$ cat config.mk
export PLATFORM = sky130hd
export DESIGN_NAME = data_mem_arbiter_flat
export DESIGN_NICKNAME = d
export VERILOG_FILES = /design/src/rtl/data_mem_arbiter_if.sv /design/src/rtl/data_mem_arbiter.sv /design/src/flat_wrapper.sv
export SDC_FILE = /design/constraint.sdc
export NUM_CORES = 1
export LEC_CHECK = 0
export CAP_MARGIN = 10
export CORE_ASPECT_RATIO = 0.75
export CORE_UTILIZATION = 37
export DETAILED_ROUTE_END_ITERATION = 8
export PLACE_DENSITY_LB_ADDON = 0.1
export SETUP_SLACK_MARGIN = 0.5
export SLEW_MARGIN = 10
export SYNTH_ARGS = -nofsm -noshare
export SYNTH_HDL_FRONTEND = slang
export SYNTH_SLANG_ARGS = --single-unit
$ cat constraint.sdc
create_clock -name clk -period 1.9 [get_ports clk]
set_input_delay 0.38 -clock clk [delete_from_list [all_inputs] [get_ports clk]]
set_output_delay 0.38 -clock clk [all_outputs]
set_load 0.02 [all_outputs]
$ cat src/rtl/data_mem_arbiter_if.sv
// ---------------------------------------------------------------------------
// data_mem_arbiter_if
// Bundle of every signal between the two requesters, the shared memory port
// and the arbiter.
//   r0_*/r1_* req, we, addr, wdata, lock : request side (into the arbiter)
//   r0_*/r1_* gnt, done, rdata           : response side (out of the arbiter)
//   mem_addr, mem_should_write,
//   mem_write_data                       : shared memory port (out of arbiter)
//   mem_read_data                        : combinational memory read data
//   busy                                 : access in flight or lock held
// Modports: slave = arbiter, master = requesters plus memory.
// ---------------------------------------------------------------------------
interface data_mem_arbiter_if #(
  parameter int ADDR_W = 32,
  parameter int DATA_W = 32
);
  logic              r0_req;
  logic              r0_we;
  logic [ADDR_W-1:0] r0_addr;
  logic [DATA_W-1:0] r0_wdata;
  logic              r0_lock;
  logic              r0_gnt;
  logic              r0_done;
  logic [DATA_W-1:0] r0_rdata;

  logic              r1_req;
  logic              r1_we;
  logic [ADDR_W-1:0] r1_addr;
  logic [DATA_W-1:0] r1_wdata;
  logic              r1_lock;
  logic              r1_gnt;
  logic              r1_done;
  logic [DATA_W-1:0] r1_rdata;

  logic [ADDR_W-1:0] mem_addr;
  logic              mem_should_write;
  logic [DATA_W-1:0] mem_write_data;
  logic [DATA_W-1:0] mem_read_data;

  logic              busy;

  modport slave (
    input  r0_req, r0_we, r0_addr, r0_wdata, r0_lock,
    input  r1_req, r1_we, r1_addr, r1_wdata, r1_lock,
    input  mem_read_data,
    output r0_gnt, r0_done, r0_rdata,
    output r1_gnt, r1_done, r1_rdata,
    output mem_addr, mem_should_write, mem_write_data,
    output busy
  );

  modport master (
    output r0_req, r0_we, r0_addr, r0_wdata, r0_lock,
    output r1_req, r1_we, r1_addr, r1_wdata, r1_lock,
    output mem_read_data,
    input  r0_gnt, r0_done, r0_rdata,
    input  r1_gnt, r1_done, r1_rdata,
    input  mem_addr, mem_should_write, mem_write_data,
    input  busy
  );
endinterface

$ cat src/rtl/data_mem_arbiter.sv
// ---------------------------------------------------------------------------
// data_mem_arbiter
// Two-requester round-robin arbiter in front of a single-ported data memory,
// with bus locking for atomic sequences.
//   clk   : single clock, rising edge
//   reset : synchronous, active-high
//   bus   : data_mem_arbiter_if.slave (requests, responses, memory port, busy)
// Pipeline: accept (gnt) -> memory stage (next cycle) -> done pulse (cycle
// after). One access per cycle sustained.
// ---------------------------------------------------------------------------
module data_mem_arbiter #(
  parameter int ADDR_W   = 32,
  parameter int DATA_W   = 32,
  parameter int MAX_LOCK = 8
) (
  input logic clk,
  input logic reset,
  data_mem_arbiter_if.slave bus
);

  localparam logic [7:0] MAX_LOCK_C = 8'(MAX_LOCK);

  typedef enum logic [1:0] {
    OPEN    = 2'd0,
    LOCKED0 = 2'd1,
    LOCKED1 = 2'd2
  } state_t;

  state_t            state;
  logic              last_gnt;   // requester granted most recently
  logic [7:0]        lock_cnt;   // accepted beats since lock entry

  // Memory stage registers
  logic              ms_valid;
  logic              ms_id;
  logic              ms_we;
  logic [ADDR_W-1:0] ms_addr;
  logic [DATA_W-1:0] ms_wdata;

  logic [1:0]        done_q;
  logic [DATA_W-1:0] rdata0;
  logic [DATA_W-1:0] rdata1;

  logic              gnt0;
  logic              gnt1;

  // NOTE: every signal gets a default before the case, so no latch is inferred.
  always_comb begin
    gnt0 = 1'b0;
    gnt1 = 1'b0;
    if (!reset) begin
      case (state)
        OPEN: begin
          if (bus.r0_req && bus.r1_req) begin
            // Tie: the requester not granted most recently wins.
            gnt0 = last_gnt;
            gnt1 = !last_gnt;
          end else begin
            gnt0 = bus.r0_req;
            gnt1 = bus.r1_req;
          end
        end
        LOCKED0: gnt0 = bus.r0_req;
        LOCKED1: gnt1 = bus.r1_req;
        default: ;
      endcase
    end
  end

  // Mux of the accepted request; at most one grant is ever high.
  logic              acc;
  logic              acc_id;
  logic              acc_we;
  logic              acc_lock;
  logic [ADDR_W-1:0] acc_addr;
  logic [DATA_W-1:0] acc_wdata;

  assign acc       = gnt0 | gnt1;
  assign acc_id    = gnt1;
  assign acc_we    = gnt1 ? bus.r1_we    : bus.r0_we;
  assign acc_lock  = gnt1 ? bus.r1_lock  : bus.r0_lock;
  assign acc_addr  = gnt1 ? bus.r1_addr  : bus.r0_addr;
  assign acc_wdata = gnt1 ? bus.r1_wdata : bus.r0_wdata;

  // NOTE: sequential state uses non-blocking assignments so every register
  // samples pre-edge values regardless of statement order.
  always_ff @(posedge clk) begin
    if (reset) begin
      state    <= OPEN;
      last_gnt <= 1'b1;
      lock_cnt <= 8'd0;
      ms_valid <= 1'b0;
      ms_id    <= 1'b0;
      ms_we    <= 1'b0;
      ms_addr  <= '0;
      ms_wdata <= '0;
      done_q   <= 2'b00;
      rdata0   <= '0;
      rdata1   <= '0;
    end else begin
      ms_valid <= acc;
      if (acc) begin
        ms_id    <= acc_id;
        ms_we    <= acc_we;
        ms_addr  <= acc_addr;
        ms_wdata <= acc_wdata;
      end

      done_q[0] <= ms_valid && !ms_id;
      done_q[1] <= ms_valid &&  ms_id;

      if (ms_valid && !ms_we) begin
        if (ms_id) rdata1 <= bus.mem_read_data;
        else       rdata0 <= bus.mem_read_data;
      end

      if (acc) begin
        // Also leaves the pointer at n on forced release, so the other
        // requester wins the next tie.
        last_gnt <= acc_id;
        if (state == OPEN) begin
          // The entering beat is the first beat of the lock.
          if (acc_lock && MAX_LOCK_C != 8'd1) begin
            state    <= acc_id ? LOCKED1 : LOCKED0;
            lock_cnt <= 8'd1;
          end
        end else if (!acc_lock || (lock_cnt + 8'd1 == MAX_LOCK_C)) begin
          // Only the owner can be granted while locked.
          state    <= OPEN;
          lock_cnt <= 8'd0;
        end else begin
          lock_cnt <= lock_cnt + 8'd1;
        end
      end
    end
  end

  // The synchronous reset only clears registers at the edge, so the flags
  // are masked directly to stay quiet during the reset cycle itself; this
  // is what abandons a write sitting in the memory stage.
  assign bus.r0_gnt           = gnt0;
  assign bus.r1_gnt           = gnt1;
  assign bus.r0_done          = done_q[0] && !reset;
  assign bus.r1_done          = done_q[1] && !reset;
  assign bus.r0_rdata         = rdata0;
  assign bus.r1_rdata         = rdata1;
  assign bus.mem_addr         = ms_addr;
  assign bus.mem_write_data   = ms_wdata;
  assign bus.mem_should_write = ms_valid && ms_we && !reset;
  assign bus.busy             = !reset && (ms_valid || state != OPEN);

endmodule

$ cat src/flat_wrapper.sv
// flat-port wrapper written by rule: the top's interface ports become plain ports
module data_mem_arbiter_flat 
#(
  parameter int ADDR_W   = 32,
  parameter int DATA_W   = 32,
  parameter int MAX_LOCK = 8
)
  (clk, reset, bus_r0_req, bus_r0_we, bus_r0_addr, bus_r0_wdata, bus_r0_lock, bus_r1_req, bus_r1_we, bus_r1_addr, bus_r1_wdata, bus_r1_lock, bus_mem_read_data, bus_r0_gnt, bus_r0_done, bus_r0_rdata, bus_r1_gnt, bus_r1_done, bus_r1_rdata, bus_mem_addr, bus_mem_should_write, bus_mem_write_data, bus_busy);
  data_mem_arbiter_if #(.ADDR_W(ADDR_W), .DATA_W(DATA_W)) bus_i ();
  input logic clk;
  input logic reset;
  input wire logic [$bits(bus_i.r0_req)-1:0] bus_r0_req;
  input wire logic [$bits(bus_i.r0_we)-1:0] bus_r0_we;
  input wire logic [$bits(bus_i.r0_addr)-1:0] bus_r0_addr;
  input wire logic [$bits(bus_i.r0_wdata)-1:0] bus_r0_wdata;
  input wire logic [$bits(bus_i.r0_lock)-1:0] bus_r0_lock;
  input wire logic [$bits(bus_i.r1_req)-1:0] bus_r1_req;
  input wire logic [$bits(bus_i.r1_we)-1:0] bus_r1_we;
  input wire logic [$bits(bus_i.r1_addr)-1:0] bus_r1_addr;
  input wire logic [$bits(bus_i.r1_wdata)-1:0] bus_r1_wdata;
  input wire logic [$bits(bus_i.r1_lock)-1:0] bus_r1_lock;
  input wire logic [$bits(bus_i.mem_read_data)-1:0] bus_mem_read_data;
  output wire logic [$bits(bus_i.r0_gnt)-1:0] bus_r0_gnt;
  output wire logic [$bits(bus_i.r0_done)-1:0] bus_r0_done;
  output wire logic [$bits(bus_i.r0_rdata)-1:0] bus_r0_rdata;
  output wire logic [$bits(bus_i.r1_gnt)-1:0] bus_r1_gnt;
  output wire logic [$bits(bus_i.r1_done)-1:0] bus_r1_done;
  output wire logic [$bits(bus_i.r1_rdata)-1:0] bus_r1_rdata;
  output wire logic [$bits(bus_i.mem_addr)-1:0] bus_mem_addr;
  output wire logic [$bits(bus_i.mem_should_write)-1:0] bus_mem_should_write;
  output wire logic [$bits(bus_i.mem_write_data)-1:0] bus_mem_write_data;
  output wire logic [$bits(bus_i.busy)-1:0] bus_busy;
  assign bus_i.r0_req = bus_r0_req;
  assign bus_i.r0_we = bus_r0_we;
  assign bus_i.r0_addr = bus_r0_addr;
  assign bus_i.r0_wdata = bus_r0_wdata;
  assign bus_i.r0_lock = bus_r0_lock;
  assign bus_i.r1_req = bus_r1_req;
  assign bus_i.r1_we = bus_r1_we;
  assign bus_i.r1_addr = bus_r1_addr;
  assign bus_i.r1_wdata = bus_r1_wdata;
  assign bus_i.r1_lock = bus_r1_lock;
  assign bus_i.mem_read_data = bus_mem_read_data;
  assign bus_r0_gnt = bus_i.r0_gnt;
  assign bus_r0_done = bus_i.r0_done;
  assign bus_r0_rdata = bus_i.r0_rdata;
  assign bus_r1_gnt = bus_i.r1_gnt;
  assign bus_r1_done = bus_i.r1_done;
  assign bus_r1_rdata = bus_i.r1_rdata;
  assign bus_mem_addr = bus_i.mem_addr;
  assign bus_mem_should_write = bus_i.mem_should_write;
  assign bus_mem_write_data = bus_i.mem_write_data;
  assign bus_busy = bus_i.busy;
  data_mem_arbiter #(.ADDR_W(ADDR_W), .DATA_W(DATA_W), .MAX_LOCK(MAX_LOCK)) u_core (.clk(clk), .reset(reset), .bus(bus_i));
endmodule
---- After elaboration in Yosys (flattened, before gate mapping) ----
Index checks and enable logic that the tools add are counted.
word-level totals
  latch bits .............................. 0
  RAM bits ................................ 0
  memories ................................ 0
  bits in registers ....................... 144
  word-level logic and storage cells ...... 58
  output and inout port bits .............. 134
  bits in read-only memories .............. 0
  bits of input ports ..................... 168
cells by class
  $mul .................................... 0
  bitwise operators ....................... 2
  div/mod/pow operators ................... 0
  equal/unequal tests ..................... 4
  magnitude comparators ................... 0
  shift-type cells ........................ 0
  add/sub/neg operators ................... 1
  mux-type cells .......................... 17
  reduce and logical (&&, ||, !) cells .... 23
operators by type and width
  cell                                                              number
  32-bit 2-to-1 mux                                                 2
  8-bit 2-to-1 mux                                                  3
  1-bit logical AND                                                 9
  8-bit by 1-bit adder with 8-bit output (second input constant)    1
  8-bit by 4-bit == test with 1-bit output (second input constant)  1
  2-bit 2-to-1 mux                                                  4
  1-bit 2-to-1 mux                                                  6
  2-bit AND reduction                                               3
  1-bit logical NOT                                                 5
  1-bit one-hot mux with 2 select lines                             2
  2-bit nonzero test                                                2
  3-bit AND reduction                                               1
  2-bit by 1-bit == test with 1-bit output (second input constant)  1
  2-bit == test (second input constant)                             1
  2-bit logical NOT                                                 1
  1-bit logical OR                                                  2
  2-bit by 1-bit != test with 1-bit output (second input constant)  1
  1-bit NOT                                                         1
  1-bit bitwise OR                                                  1

---- Longest topological paths before layout ----
Gate-level depths: netlist of the first run.
  word-level depth ........................ 9
  depth in mapped cells ................... 7

---- Least setup slack after synthesis of the first run ----
Ideal clock, no wire load.
  path type ............................... reg-to-output
  start ................................... reg u_core.state[1]
  end ..................................... out bus_r1_gnt
  arrival time ............................ 1510 ps
  path slack .............................. 10 ps
  cell stages (with the launch flop) ...... 7
  cells stage by stage .................... dfxtp_1 -> and3b_1 -> or3_1 -> buf_2 -> buf_6 -> buf_6 -> inv_1
on the way
  word-level cells in the longest chain between the ends .. 3
  elaborated cells between the ends (all ways) .. 4
RTL lines
  what                                                       RTL line                 text
  from (decl)                                                data_mem_arbiter.sv:29   state_t state;
  from (signal assigned)                                     data_mem_arbiter.sv:124  state <= acc_id ? LOCKED1 : LOCKED0;
  2-bit == test / 2-bit logical NOT (equally long branches)  data_mem_arbiter.sv:52   case (state)
  1-bit one-hot mux with 2 select lines (*)                  data_mem_arbiter.sv:52
  1-bit 2-to-1 mux (*)                                       data_mem_arbiter.sv:51   if (!reset) begin
  to (decl)                                                  flat_wrapper.sv:26       output wire logic [$bits(bus_i.r1_gnt)-1:0] bus_r1_gnt;
Every way passes the cells marked *; elsewhere a longest branch is shown, timed or not.

---- Worst setup path in the final report of the first run ----
Ends and elaborated chain as after synthesis.

==> out/qor.yml, run 1 <==
io_buffer_count: 301
die-area_um2: 18000
postLayoutCoreUtil_pct: 67.5
dieWidth_um: 154
yosys_warnings: 0
max_slew_margin_pct: 48.7
grt_pass1_vias: 6757
synthXorXnorAreaFrac_pct: 0.543
ys.flop_type: "dfxtp_1"
pwr_density_cell_nw_per_um2: 1040
syn_avg_cell_area_um2: 8.49
preCtsSetupSlack_ps: -607
drive_gt1_share_pct: 39.4
synthSimpleGateAreaFrac_pct: 20.9
fillers: 1389
syn-num-nets: 930
die_height_um: 116
cts_buffer_depth: 2
root_buffer: "clkbuf_16"
synth_area_leader_cell: "dfxtp_1"
synth-async-reset-ratio_pct: 0
reg2regPathDepth: 11
finalPower_mw: 11.9
synth_seq_cells: 144
clock_sinks: 144
final_cell_mix: "164 x clkdlybuf4s50_1, 159 x nand2_1, 133 x dfxtp_1"
synth_cells: 760
r2r_end: "u_core.bus.mem_addr[30]$_SDFFE_PP0P_"
dr_total_vias: 7009
critPathKind: "reg -> out"
h-tree-depth: 4
hpwlAfterDp_um: 14400
cts_tree: "built"
final_common_cell: "clkdlybuf4s50_1"
seq_power_share_pct: 30.6
routed.top_layer: "met4"
p_leak_nw: 4.71
detail-route-antenna-nets: 0
maxSlewViolCount: 0
wl_um: 25700
wl_per_cell_um: 19.3
status: "finished with violations"
synthToLayoutAreaGrowth_pct: 77.2
drc: 0
fin_nets: 1276
wl_met3_um: 1830
power.clock.fraction_pct: 28.8
wl_met1_um: 11400
hold_viol: 0
place_area_um2: 9890
ios: 302
synth_enable_flop_cells: 0
period_share_pct: 101
drtPass1Iterations: 5
holdCritPathClass: "in -> reg"
overflow: 0
seq_area_frac_synth_pct: 44.7
violations: "negative setup slack"
cp_max_fo: 3
fmax_mhz: 523
place.gp.congestion: 0.806
antenna_found_initial: 1
swShare_pct: 36.3
start_util_pct: 38.1
cap_violations: 0
grt_pass1_wl_um: 37200
numCtsBuffers: 17
arrival_ps: 1530
crit_end: "bus_r1_gnt"
comb_power_share_pct: 40.6
synth_adder_area_share_pct: 0.388
synth_area_um2: 6450
r2r_slack_ps: -10
grt_max_degree: 46
setup_viol: 2
yosysUniqueCellTypes: 51
core-area_um2: 16900
clk_latency_ps: 440
p_int_mw: 7.56
viasPerCell: 5.25
startpoint: "u_core.state[1]$_SDFFE_PP0P_"
required_ps: 1520
finalCriticalPeriod_ps: 1910
rsz0062_at_grt: "true"
synth_area_leaders: "dfxtp_1 45%, a311oi_2 13%, nand2_1 11%"
critPathLaunchType: "flop"
finClkSkew_ps: 17.8
met2_length_um: 11700
muxShareOfSynthArea_pct: 0
first_iter_violations: 372
core.rowCount: 41
whs_ps: 414
clk_pin_slew_worst_paths_ps: 70
grt_use_total_pct: 26.9
finalInstanceArea_um2: 11400
synth_top_area_share_pct: 44.7
ir_drop_v: 0.000500
worst_pin_slew_ps: 770
synth_compound_area_share_pct: 28.0
rr_startpoint: "u_core.state[1]$_SDFFE_PP0P_"
netSwitchingPower_mw: 4.32
synth_top_family_by_area: "compound AO/OA/AOI/OAI gates"
endpoint_kind: "primary output"
fin_ws_ps: -13.5
## flip-flops by register name, summed over array words and instances (netlist names), 2 cells and up
signal	cells
u_core.bus.r1_rdata	32
u_core.bus.r0_rdata	32
u_core.state	2
u_core.lock_cnt	8
u_core.done_q	2
u_core.bus.mem_addr	32
u_core.bus.mem_write_data	32
## final cells by class
| cell class | count | area (um^2) | share of cell area [%] |
|---|---|---|---|
| Timing Repair Buffer | 397 | 3900 | 34.1 |
| Multi-Input combinational cell | 541 | 3710 | 32.5 |
| Sequential cell | 144 | 2910 | 25.4 |
| Clock buffer | 17 | 425 | 3.72 |
| Tap cell | 215 | 269 | 2.35 |
| Clock inverter | 15 | 191 | 1.67 |
| Inverter | 5 | 21.3 | 0.186 |
| Antenna cell | 1 | 2.50 | 0.0219 |
## synth_stat cells (2+ instances only)
cell type  instances
nand2_1          194
dfxtp_1          144
nor2_1            78
a21oi_1           67
o21ai_0           67
a311oi_2          58
clkbuf_1          53
buf_6              8
a311oi_1           7
nand3_1            7
buf_2              6
nand3b_1           6
and3b_1            5
inv_1              5
a211oi_1           3
nand4_1            3
nor3_1             3
a31oi_1            2
and3_1             2
buf_4              2
ha_1               2
nand4b_1           2
nor2b_1            2
nor3b_1            2
o311ai_1           2
o31ai_4            2
or3_1              2
xnor2_1            2
xor2_1             2
## kinds of logic after synthesis
group / count (synthesis)
simple gates: 316
buf+inv: 75
flops: 144
xor+xnor: 4
compound gates: 219
fa+ha+maj: 2
## how the worst min path moves through the flow
stage,startpoint,to,cells past startpoint,slack [ps]
6_report,reset,u_core.bus.r1_rdata[0]$_SDFFE_PP0P_,4,410
3_3_place_gp,u_core.bus.r1_rdata[20]$_SDFFE_PP0P_,u_core.bus.r1_rdata[20]$_SDFFE_PP0P_,2,440
2_1_floorplan,u_core.lock_cnt[7]$_SDFFE_PP0P_,u_core.lock_cnt[7]$_SDFFE_PP0P_,2,470
4_1_cts,reset,u_core.bus.r0_rdata[0]$_SDFFE_PP0P_,4,400
5_1_grt,reset,u_core.bus.r1_rdata[30]$_SDFFE_PP0P_,4,410
3_5_place_dp,u_core.bus.r0_rdata[1]$_SDFFE_PP0P_,u_core.bus.r0_rdata[1]$_SDFFE_PP0P_,2,450
## per-stage QoR
step | cells | setup TNS [ps]
floorplan | 760 | 0
global placement | 1249 | -34930
detailed placement | 1249 | -38500
CTS | 1320 | -23.8
global route | 1335 | -1300
finish | 1335 | -21.8
## layer usage
| layer | vias up | GRT usage, % |
|---|---|---|
| met5 | - | 0 |
| met4 | 0 | 11.4 |
| met3 | 49 | 8.31 |
| met2 | 257 | 42.1 |
| met1 | 3328 | 34.6 |
| li1 | 3375 | - |
## power groups by stage
stage	sequential (mW)	combinational [mW]	clock [mW]
after global routing	3.68	5.10	3.59
after floorplan	4.11	1.53	0
after detailed placement	3.69	3.62	0
final	3.64	4.82	3.42
after global placement	3.70	3.59	0
after CTS	3.62	4.37	3.47
## critical path, cell delays in order, from the launching register on
cell and delay [ps]:
dfxtp_2 360, and3b_1 200, or3_4 390, inv_4 60, buf_6 100
## repair_timing
action,4_1_cts,5_1_grt
gates resized for setup,541,129
buffers inserted,23,6
pin swaps,23,25
gates cloned,16,8
endpoints found under the setup margin,243,168
hold buffers,0,0
Power figures use the tool's default switching activity.
==> run 2, diff against run 1 <==
--- a/config.mk
+++ b/config.mk
@@ -8,6 +8,7 @@
 export CAP_MARGIN = 10
 export CORE_ASPECT_RATIO = 0.75
 export CORE_UTILIZATION = 37
+export CTS_BUF_LIST = sky130_fd_sc_hd__clkbuf_4 sky130_fd_sc_hd__clkbuf_8 sky130_fd_sc_hd__clkbuf_16
 export DETAILED_ROUTE_END_ITERATION = 8
 export PLACE_DENSITY_LB_ADDON = 0.1
 export SETUP_SLACK_MARGIN = 0.5
==> results of run 2 <==
Same layout as run 1: the final DEF is identical, and so are final timing and power.
